## src/rtl/amba_packet_tx_if.sv

```systemverilog
// Byte-wide packet link bundle between a packet transmitter and its environment.
// The master side drives requests, payload and backpressure. The slave side is the transmitter.
interface amba_packet_tx_if #(
    parameter int ADDR_W = 2,
    parameter int LEN_W  = 6
);
    logic              start;
    logic [ADDR_W-1:0] dest;
    logic [LEN_W-1:0]  len;
    logic              err_inject;
    logic [7:0]        pl_data;
    logic              pl_valid;
    logic              pl_ready;
    logic              busy;
    logic [7:0]        data_out;
    logic              tx_valid;
    logic              pkt_valid;
    logic              idle;
    logic              done;
    logic              bad_req;

    modport master (
        output start, dest, len, err_inject, pl_data, pl_valid, busy,
        input  pl_ready, data_out, tx_valid, pkt_valid, idle, done, bad_req
    );

    modport slave (
        input  start, dest, len, err_inject, pl_data, pl_valid, busy,
        output pl_ready, data_out, tx_valid, pkt_valid, idle, done, bad_req
    );
endinterface

```

## src/rtl/amba_packet_tx.sv

```systemverilog
// Packet transmitter: sends a header byte, then the payload bytes, then a trailing parity byte.
// It waits while the receiver asserts busy, and it can deliberately corrupt the parity byte.
//
// state     | meaning
// S_IDLE    | waiting for start; a start to the reserved destination pulses bad_req
// S_HEADER  | header {len,dest} on data_out until it is transferred
// S_PAYLOAD | pulls payload bytes from upstream; tx_valid=0 between bytes is a bubble
// S_PARITY  | parity byte on data_out with pkt_valid=0 until it is transferred
// S_DONE    | one-cycle done pulse, then back to idle
module amba_packet_tx #(
    parameter int                ADDR_W   = 2,
    parameter int                LEN_W    = 6,
    parameter logic [ADDR_W-1:0] BAD_ADDR = {ADDR_W{1'b1}}
) (
    input  logic            clock,
    input  logic            reset,
    amba_packet_tx_if.slave bus
);
    typedef enum logic [2:0] {S_IDLE, S_HEADER, S_PAYLOAD, S_PARITY, S_DONE} state_t;

    state_t             state, state_nxt;
    logic [7:0]         data_q, data_nxt;
    logic               tx_valid_q, tx_valid_nxt;
    logic               pkt_valid_q, pkt_valid_nxt;
    logic [7:0]         parity_q, parity_nxt;
    logic [LEN_W-1:0]   cnt_q, cnt_nxt;
    logic               err_q, err_nxt;
    logic               bad_q, bad_nxt;
    logic               pl_ready_c;
    logic               xfer;

    assign xfer = tx_valid_q && !bus.busy;

    always_ff @(posedge clock) begin
        if (reset) begin
            state       <= S_IDLE;
            data_q      <= 8'h00;
            tx_valid_q  <= 1'b0;
            pkt_valid_q <= 1'b0;
            parity_q    <= 8'h00;
            cnt_q       <= '0;
            err_q       <= 1'b0;
            bad_q       <= 1'b0;
        end else begin
            state       <= state_nxt;
            data_q      <= data_nxt;
            tx_valid_q  <= tx_valid_nxt;
            pkt_valid_q <= pkt_valid_nxt;
            parity_q    <= parity_nxt;
            cnt_q       <= cnt_nxt;
            err_q       <= err_nxt;
            bad_q       <= bad_nxt;
        end
    end

    always_comb begin
        state_nxt     = state;
        data_nxt      = data_q;
        tx_valid_nxt  = tx_valid_q;
        pkt_valid_nxt = pkt_valid_q;
        parity_nxt    = parity_q;
        cnt_nxt       = cnt_q;
        err_nxt       = err_q;
        bad_nxt       = 1'b0;
        pl_ready_c    = 1'b0;
        case (state)
            S_IDLE: begin
                if (bus.start) begin
                    if (bus.dest == BAD_ADDR) begin
                        bad_nxt = 1'b1;
                    end else begin
                        state_nxt     = S_HEADER;
                        data_nxt      = {bus.len, bus.dest};
                        tx_valid_nxt  = 1'b1;
                        pkt_valid_nxt = 1'b1;
                        parity_nxt    = {bus.len, bus.dest};
                        cnt_nxt       = bus.len;
                        err_nxt       = bus.err_inject;
                    end
                end
            end
            S_HEADER: begin
                if (xfer) begin
                    if (cnt_q != '0) begin
                        state_nxt    = S_PAYLOAD;
                        tx_valid_nxt = 1'b0;
                    end else begin
                        state_nxt     = S_PARITY;
                        data_nxt      = parity_q ^ {7'b0, err_q};
                        pkt_valid_nxt = 1'b0;
                    end
                end
            end
            S_PAYLOAD: begin
                // A new byte may replace the current one in the cycle it is transferred.
                pl_ready_c = (cnt_q != '0) && (!tx_valid_q || !bus.busy);
                if (pl_ready_c && bus.pl_valid) begin
                    data_nxt     = bus.pl_data;
                    tx_valid_nxt = 1'b1;
                    parity_nxt   = parity_q ^ bus.pl_data;
                    cnt_nxt      = cnt_q - LEN_W'(1);
                end else if (xfer) begin
                    if (cnt_q == '0) begin
                        state_nxt     = S_PARITY;
                        data_nxt      = parity_q ^ {7'b0, err_q};
                        pkt_valid_nxt = 1'b0;
                    end else begin
                        tx_valid_nxt = 1'b0;
                    end
                end
            end
            S_PARITY: begin
                if (xfer) begin
                    state_nxt    = S_DONE;
                    tx_valid_nxt = 1'b0;
                end
            end
            S_DONE: begin
                state_nxt = S_IDLE;
            end
            default: begin
                state_nxt = S_IDLE;
            end
        endcase
    end

    assign bus.pl_ready  = pl_ready_c;
    assign bus.data_out  = data_q;
    assign bus.tx_valid  = tx_valid_q;
    assign bus.pkt_valid = pkt_valid_q;
    assign bus.idle      = (state == S_IDLE);
    assign bus.done      = (state == S_DONE);
    assign bus.bad_req   = bad_q;
endmodule

```

## src/flat_wrapper.sv

```systemverilog
// flat-port wrapper written by rule: the top's interface ports become plain ports
module amba_packet_tx_flat 
#(
    parameter int                ADDR_W   = 2,
    parameter int                LEN_W    = 6,
    parameter logic [ADDR_W-1:0] BAD_ADDR = {ADDR_W{1'b1}}
)
  (clock, reset, bus_start, bus_dest, bus_len, bus_err_inject, bus_pl_data, bus_pl_valid, bus_busy, bus_pl_ready, bus_data_out, bus_tx_valid, bus_pkt_valid, bus_idle, bus_done, bus_bad_req);
  amba_packet_tx_if #(.ADDR_W(ADDR_W), .LEN_W(LEN_W)) bus_i ();
  input  logic clock;
  input  logic reset;
  input wire logic [$bits(bus_i.start)-1:0] bus_start;
  input wire logic [$bits(bus_i.dest)-1:0] bus_dest;
  input wire logic [$bits(bus_i.len)-1:0] bus_len;
  input wire logic [$bits(bus_i.err_inject)-1:0] bus_err_inject;
  input wire logic [$bits(bus_i.pl_data)-1:0] bus_pl_data;
  input wire logic [$bits(bus_i.pl_valid)-1:0] bus_pl_valid;
  input wire logic [$bits(bus_i.busy)-1:0] bus_busy;
  output wire logic [$bits(bus_i.pl_ready)-1:0] bus_pl_ready;
  output wire logic [$bits(bus_i.data_out)-1:0] bus_data_out;
  output wire logic [$bits(bus_i.tx_valid)-1:0] bus_tx_valid;
  output wire logic [$bits(bus_i.pkt_valid)-1:0] bus_pkt_valid;
  output wire logic [$bits(bus_i.idle)-1:0] bus_idle;
  output wire logic [$bits(bus_i.done)-1:0] bus_done;
  output wire logic [$bits(bus_i.bad_req)-1:0] bus_bad_req;
  assign bus_i.start = bus_start;
  assign bus_i.dest = bus_dest;
  assign bus_i.len = bus_len;
  assign bus_i.err_inject = bus_err_inject;
  assign bus_i.pl_data = bus_pl_data;
  assign bus_i.pl_valid = bus_pl_valid;
  assign bus_i.busy = bus_busy;
  assign bus_pl_ready = bus_i.pl_ready;
  assign bus_data_out = bus_i.data_out;
  assign bus_tx_valid = bus_i.tx_valid;
  assign bus_pkt_valid = bus_i.pkt_valid;
  assign bus_idle = bus_i.idle;
  assign bus_done = bus_i.done;
  assign bus_bad_req = bus_i.bad_req;
  amba_packet_tx #(.ADDR_W(ADDR_W), .LEN_W(LEN_W), .BAD_ADDR(BAD_ADDR)) u_core (.clock(clock), .reset(reset), .bus(bus_i));
endmodule
```

## config.mk

```make
export PLATFORM = sky130hd
export DESIGN_NAME = amba_packet_tx_flat
export DESIGN_NICKNAME = d
export VERILOG_FILES = /design/src/rtl/amba_packet_tx_if.sv /design/src/rtl/amba_packet_tx.sv /design/src/flat_wrapper.sv
export SDC_FILE = /design/constraint.sdc
export NUM_CORES = 1
export LEC_CHECK = 0
export ABC_AREA = 1
export ABC_CLOCK_PERIOD_IN_PS = 2100
export CAP_MARGIN = 30
export CORE_ASPECT_RATIO = 0.9
export CORE_MARGIN = 5
export CORE_UTILIZATION = 45
export DETAILED_ROUTE_END_ITERATION = 6
export PLACE_DENSITY_LB_ADDON = 0.12
export SLEW_MARGIN = 5
export SYNTH_ARGS = -nofsm -noshare
export SYNTH_HDL_FRONTEND = slang
export SYNTH_SLANG_ARGS = --single-unit
export TNS_END_PERCENT = 5
```

## constraint.sdc

```tcl
create_clock -name clock -period 2.1 [get_ports clock]
set_clock_uncertainty 0.2 [all_clocks]
set_input_delay 0.21 -clock clock [delete_from_list [all_inputs] [get_ports clock]]
set_output_delay 0.21 -clock clock [all_outputs]
set_load 0.03 [all_outputs]
```

==> reports/summary.txt, run 1 <==
Worst relative slew slack - 75.0%
Ant diodes - 0
DP Area - 0.00222 mm2
Via-to-Cell Ratio - 5.00
CTS clock-pin slew for the worst setup and hold paths - 70 ps
Lkg Pwr - 1.08 nW
Seq/Total Area, Yosys - 31.9%
Combinational Power Share - 56.2%
Via count - 1835
Finished Cell Area - 0.00233 mm2
Crit share post-route - 91.1%
Critical path type - reg -> out
Post-Route WL - 4630 um
Global-route wire length before repair - 8130 um
CP max FO - 5
Port Buffers - 35
Fmax - 523 MHz
CTS hold repair buffers - 0
Initial antenna violation count - 0
Yosys Warn Count - 0
RR Startpoint - u_core.cnt_q[1]$_SDFFE_PP0P_
Switch share - 47.3%
TNS Setup - 0 ps
Tmin final - 1910 ps
Crit path arrival time - 1500 ps
GPL Wtd Cong - 0.834
Fillers - 390
Critical Path Source - u_core.cnt_q[1]$_SDFFE_PP0P_
Hold crit path type - reg -> reg
CP Launch Type - register
Antenna-violating nets left - 0
DIE AREA - 0.00542 mm2
Num CTS Buffers - 5
Skew-Pair Late Insertion Delay - 280 ps
Share of post-route cells with drive strength above 1 - 12.2%
CORE AREA - 0.00399 mm2
Clk network pwr share - 16.0%
Total global routing overflow - 0
Io pins - 36
Final worst slack - 186 ps
Pint - 1.75 mW
Initial detailed-routing violation count - 125
Sw power - 1.57 mW
DPL Wire Length - 3300 um
Worst-margin pin slew - 375 ps
Status - completed
CTS tree - yes
WL/cell - 12.6 um
Cell Rows - 22
Gate Count Post-Synth - 278
Net Count, Synth - 302
Starting Density - 45.6%
Final Max Slew Viols - 0
# nets final - 342
Max-cap violations - 0
Hold_sp - u_core.bus.pkt_valid$_SDFFE_PP0P_
Initial DRT Pass Iterations - 4
Worst vdd ir - 692 uV
# DRC - 0
# Post-CTS Setup Buffers - 0
RSZ-0062 raised after global routing - false
Sequential share of power - 27.8%
Die W - 77.0 um
Worst Setup End Kind - output port
Final setup viols - 0
Area Growth Syn to Fin - 27.8%
CP Data Required Time - 1690 ps
Fin. Hold Viols - 0
Largest net degree at the start of global routing - 18
Die Y - 70.3 um
Pwr dens - 1420 mW/mm2
Vias in the first global route - 1784
Place WS - 95.6 ps
H-tree levels - 2
Netlist cell types - 27
Clock Path Buffers - 2
Synthesized flop and latch total - 29
Total GRT Usage - 18.6%
Root Buffer - clkbuf_8
Syn Area/Cell - 6.55 um2
Mapped Area - 0.00182 mm2
Sink Count - 29
path summary, 6_finish.rpt:
path / end / slack (ps) / depth (start not counted)
setup / recovery: bus_pl_ready / 190 / 6
hold / removal: u_core.bus.pkt_valid$_SDFFE_PP0P_ / 260 / 2
setup reg to reg: u_core.bus.data_out[6]$_SDFFE_PP0P_ / 240 / 10
hold reg to reg: u_core.bus.pkt_valid$_SDFFE_PP0P_ / 260 / 2
cell usage in the layout, fill, tap and decap left out, types with 7 or more instances in the layout:
| master | count |
|---|---|
| inv_1 | 22 |
| nand4_1 | 9 |
| dfxtp_1 | 28 |
| o21ai_0 | 17 |
| a21oi_1 | 18 |
| nor2_1 | 31 |
| clkdlybuf4s50_1 | 32 |
| clkbuf_8 | 7 |
| nand2_1 | 98 |
| xnor2_1 | 9 |
per-stage QoR:
step | utilization, % | hold slack, ps | power, mW | std cells
floorplan | - | 180 | 2.32 | 278
global placement | 55.7 | 248 | 2.78 | 359
detailed placement | 55.7 | 250 | 2.79 | 359
CTS | 58.2 | 261 | 3.33 | 367
finish | 58.3 | 259 | 3.31 | 367
global route | 58.3 | 298 | 3.63 | 367
repair_timing:
item,in CTS,in global routing
gates resized for setup,1,2
setup endpoints to repair,1,2
pin swaps,0,0
sequential cells by signal, indices dropped and copies added, names as in the netlist:
| name | count |
|---|---|
| u_core.bus.data_out | 8 |
| u_core.parity_q | 8 |
| u_core.cnt_q | 6 |
| u_core.state | 3 |
| u_core.bus.bad_req | 1 |
| u_core.bus.pkt_valid | 1 |
| u_core.bus.tx_valid | 1 |
| u_core.err_q | 1 |
synth_stat cells:
library cell / count / area share (%)
a21boi_0: 1 / 0.41
a21boi_1: 1 / 0.41
a21oi_1: 18 / 4.9
a21oi_2: 4 / 1.9
buf_2: 2 / 0.55
buf_6: 2 / 1.2
clkbuf_1: 3 / 0.62
dfxtp_1: 29 / 32
ha_1: 2 / 1.4
inv_1: 22 / 4.5
inv_2: 6 / 1.2
nand2_1: 98 / 20
nand2_2: 1 / 0.34
nand2_4: 3 / 1.9
nand3_1: 6 / 1.6
nand3_2: 2 / 1.1
nand3_4: 2 / 1.9
nand4_1: 9 / 3.1
nor2_1: 31 / 6.4
nor2_2: 2 / 0.69
nor2_4: 2 / 1.2
nor3_1: 1 / 0.27
nor4_1: 1 / 0.34
o21ai_0: 17 / 4.7
o21ai_4: 2 / 1.8
xnor2_1: 9 / 4.3
xor2_1: 2 / 0.96
worst max-delay path, stage by stage (launching register included):
cell	delay, ps
dfxtp_1	320
inv_1	90
ha_1	220
nand3_2	160
nand2_1	130
a21oi_1	140
buf_4	180
kinds of logic after synthesis:
| family | after synthesis | synth area share, % |
|---|---|---|
| and+or+nand+nor | 158 | 39.1 |
| buffers and inverters | 35 | 8.18 |
| AOI/OAI and AO/OA | 43 | 14.2 |
| xor gates and xnor gates | 11 | 5.29 |
| adders and majority gates | 2 | 1.37 |
| DFF | 29 | 31.9 |
final cells by class:
cell class,instances,area (um2),share of cell area (%)
clock buffer,7,96.3,4.14
clock inverter,1,5.00,0.215
inverter,28,105,4.52
multi-input combinational,214,1090,46.9
sequential,29,582,25.0
tap,48,60.1,2.58
timing repair buffer,40,387,16.6
power groups by stage:
stage	sequential [mW]	combinational [mW]	clock, mW
floorplan	1.03	1.29	0
global placement	0.928	1.86	0
detailed placement	0.928	1.87	0
CTS	0.920	1.88	0.534
global route	0.948	2.11	0.565
finish	0.921	1.86	0.531
metal layers:
layer	wire [um]	global-route usage, %	up-vias
met5	0	0	-
met3	321	6.19	5
li1	-	-	963
met4	39	4.01	0
met1	2160	24.4	819
met2	2110	29.7	48
Power figures use the tool's default switching activity.
==> run 2: changes to the inputs <==
--- a/config.mk
+++ b/config.mk
@@ -9,7 +9,7 @@
 export ABC_CLOCK_PERIOD_IN_PS = 2100
 export CAP_MARGIN = 30
 export CORE_ASPECT_RATIO = 0.9
-export CORE_MARGIN = 5
+export CORE_MARGIN = 3
 export CORE_UTILIZATION = 45
 export DETAILED_ROUTE_END_ITERATION = 6
 export PLACE_DENSITY_LB_ADDON = 0.12
==> run 2 against run 1 <==
  * Die area decreased by 11%
  * Register-to-register slack improved by 20 ps
  * First-iteration DRC count decreased by 38%
  * Largest power group unchanged
  * Critical endpoint unchanged
  * Count of clock-buffer cells in the layout unchanged
  * Sequential share of layout area increased by 0.19 points
  * Fmax decreased by 3.6%
  * Wire length decreased by 4.9%
==> reports/summary.txt, run 2 (synthesis gave the netlist of run 1 again) <==
Combinational Power Share - 57.0% (was 56.2%)
CTS hold repair buffers - 0 (unchanged)
Starting Density - 47.8% (was 45.6%)
Area Growth Syn to Fin - 26.5% (was 27.8%)
RSZ-0062 raised after global routing - false (unchanged)
Port Buffers - 35 (unchanged)
DPL Wire Length - 3260 um (was 3300 um)
Most frequent cells in the layout - nand2_1 (98), clkdlybuf4s50_1 (32), nor2_1 (31) (unchanged)
Fin. Hold Viols - 0 (unchanged)
Clk network pwr share - 14.5% (was 16.0%)
Die W - 73.0 um (was 77.0 um)
Critical Path Source - u_core.state[1]$_SDFFE_PP0P_ (was u_core.cnt_q[1]$_SDFFE_PP0P_)
Die Y - 66.3 um (was 70.3 um)
# nets final - 342 (unchanged)
Tmin final - 1990 ps (was 1910 ps)
Sw power - 1.54 mW (was 1.57 mW)
Crit path arrival time - 1580 ps (was 1500 ps)
Initial antenna violation count - 0 (unchanged)
Cell Rows - 21 (was 22)
Critical path type - reg -> out (unchanged)
# Post-CTS Setup Buffers - 0 (unchanged)
Via-to-Cell Ratio - 4.97 (was 5.00)
Place WS - 84.1 ps (was 95.6 ps)
Worst relative slew slack - 74.1% (was 75.0%)
Fillers - 385 (was 390)
Max-cap violations - 0 (unchanged)
Root Buffer - clkbuf_8 (unchanged)
Worst-margin pin slew - 387 ps (was 375 ps)
Via count - 1810 (was 1835)
CTS clock-pin slew for the worst setup and hold paths - 60 ps (was 70 ps)
Antenna-violating nets left - 0 (unchanged)
Ant diodes - 0 (unchanged)
Switch share - 47.4% (was 47.3%)
Hold crit path type - reg -> reg (unchanged)
Crit share post-route - 94.6% (was 91.1%)
Final Max Slew Viols - 0 (unchanged)
Skew-Pair Late Insertion Delay - 280 ps (about the same)
Most common cell after layout, fill and taps aside - nand2_1 (unchanged)
Placed instance count - 357 (was 359)
# DRC - 0 (unchanged)
Sink Count - 29 (unchanged)
Post-Route WL - 4400 um (was 4630 um)
Vias in the first global route - 1732 (was 1784)
Largest net degree at the start of global routing - 18 (unchanged)
CORE AREA - 0.00381 mm2 (was 0.00399 mm2)
R2R Setup Slk - 260 ps (was 240 ps)
Pwr dens - 1410 mW/mm2 (was 1420 mW/mm2)
PostCTS Resize Cnt - 2 (was 1)
CP Data Required Time - 1690 ps (about the same)
Global-route wire length before repair - 7840 um (was 8130 um)
Worst Setup EP - bus_pl_ready (unchanged)
Io pins - 36 (unchanged)
Clock Path Buffers - 2 (unchanged)
Final setup viols - 0 (unchanged)
Fmax - 504 MHz (was 523 MHz)
Status - completed (unchanged)
CP Launch Type - register (unchanged)
Pint - 1.71 mW (was 1.75 mW)
Final worst slack - 114 ps (was 186 ps)
Final instance count without filler cells - 364 (was 367)
Share of post-route cells with drive strength above 1 - 11.3% (was 12.2%)
Total GRT Usage - 20.8% (was 18.6%)
Worst vdd ir - 873 uV (was 692 uV)
Worst Setup End Kind - output port (unchanged)
Total global routing overflow - 0 (unchanged)
CP max FO - 16 (was 5)
CTS tree - yes (unchanged)
RR Startpoint - u_core.cnt_q[1]$_SDFFE_PP0P_ (unchanged)
R2R cell count - 10 (unchanged)
GPL Wtd Cong - 0.899 (was 0.834)
Num CTS Buffers - 5 (unchanged)
Initial DRT Pass Iterations - 4 (unchanged)
Sequential share of power - 28.5% (was 27.8%)
Sequential cell area - 581 um2 (was 582 um2)
Lkg Pwr - 1.05 nW (was 1.08 nW)
Capture point of the worst reg-to-reg path - u_core.bus.data_out[6]$_SDFFE_PP0P_ (unchanged)
TNS Setup - 0 ps (unchanged)
Multi-input gate area - 0.00109 mm2 (unchanged)
Initial detailed-routing violation count - 78 (was 125)
H-tree levels - 2 (unchanged)
WL/cell - 12.1 um (was 12.6 um)
DIE AREA - 0.00485 mm2 (was 0.00542 mm2)
[run 2: power groups by stage]
stage,registers (mW),clock network (mW),logic (mW)
global placement,0.925,0,1.84
floorplan,1.03,0,1.29
finish,0.924,0.472,1.85
global route,0.953,0.504,2.12
CTS,0.924,0.480,1.86
detailed placement,0.934,0,1.86
[run 2: routing by layer]
metal	share of wire (%)	track usage [%]	vias up	routed length, um
met5	0	0	-	0
met4	1.8	8.53	0	78
met3	5.3	4.26	6	234
met2	43	32.0	44	1910
met1	49	28.0	802	2180
li1	-	-	958	-
[run 2: per-stage QoR]
stage / hold slack (ps) / total power [mW] / utilization (%) / cell area [um2]
after global placement: 248 / 2.77 / 58.3 / 2220
after global routing: 278 / 3.58 / 60.5 / 2300
after CTS: 260 / 3.26 / 60.5 / 2300
final: 259 / 3.25 / 60.5 / 2300
after detailed placement: 251 / 2.79 / 58.3 / 2220
after floorplan: 180 / 2.32 / - / 1820
[run 2: layout make-up]
type / count / area share [%]
Tap cell: 46 / 2.50
Inverter: 28 / 4.56
Sequential cell: 29 / 25.2
Timing Repair Buffer: 40 / 16.6
Multi-Input combinational cell: 214 / 47.4
Clock buffer: 7 / 3.75
[run 2: how the worst min path moves through the flow]
stage / start / to / slack [ps] / depth (start not counted)
5_1_grt: u_core.err_q$_SDFFE_PP0P_ / u_core.err_q$_SDFFE_PP0P_ / 280 / 2
3_3_place_gp: u_core.err_q$_SDFFE_PP0P_ / u_core.err_q$_SDFFE_PP0P_ / 250 / 2
3_5_place_dp: u_core.err_q$_SDFFE_PP0P_ / u_core.err_q$_SDFFE_PP0P_ / 250 / 2
6_report: u_core.err_q$_SDFFE_PP0P_ / u_core.err_q$_SDFFE_PP0P_ / 260 / 2
2_1_floorplan: bus_dest[1] / u_core.bus.bad_req$_SDFF_PP0_ / 180 / 2
4_1_cts: u_core.err_q$_SDFFE_PP0P_ / u_core.err_q$_SDFFE_PP0P_ / 260 / 2
[run 2: critical path: stages, from the launching register on]
cell and delay (ps):
dfxtp_1 390, inv_2 70, nor2_4 130, nand2_4 140
inv_2 140, nand2_1 110, a21oi_1 130, buf_4 170
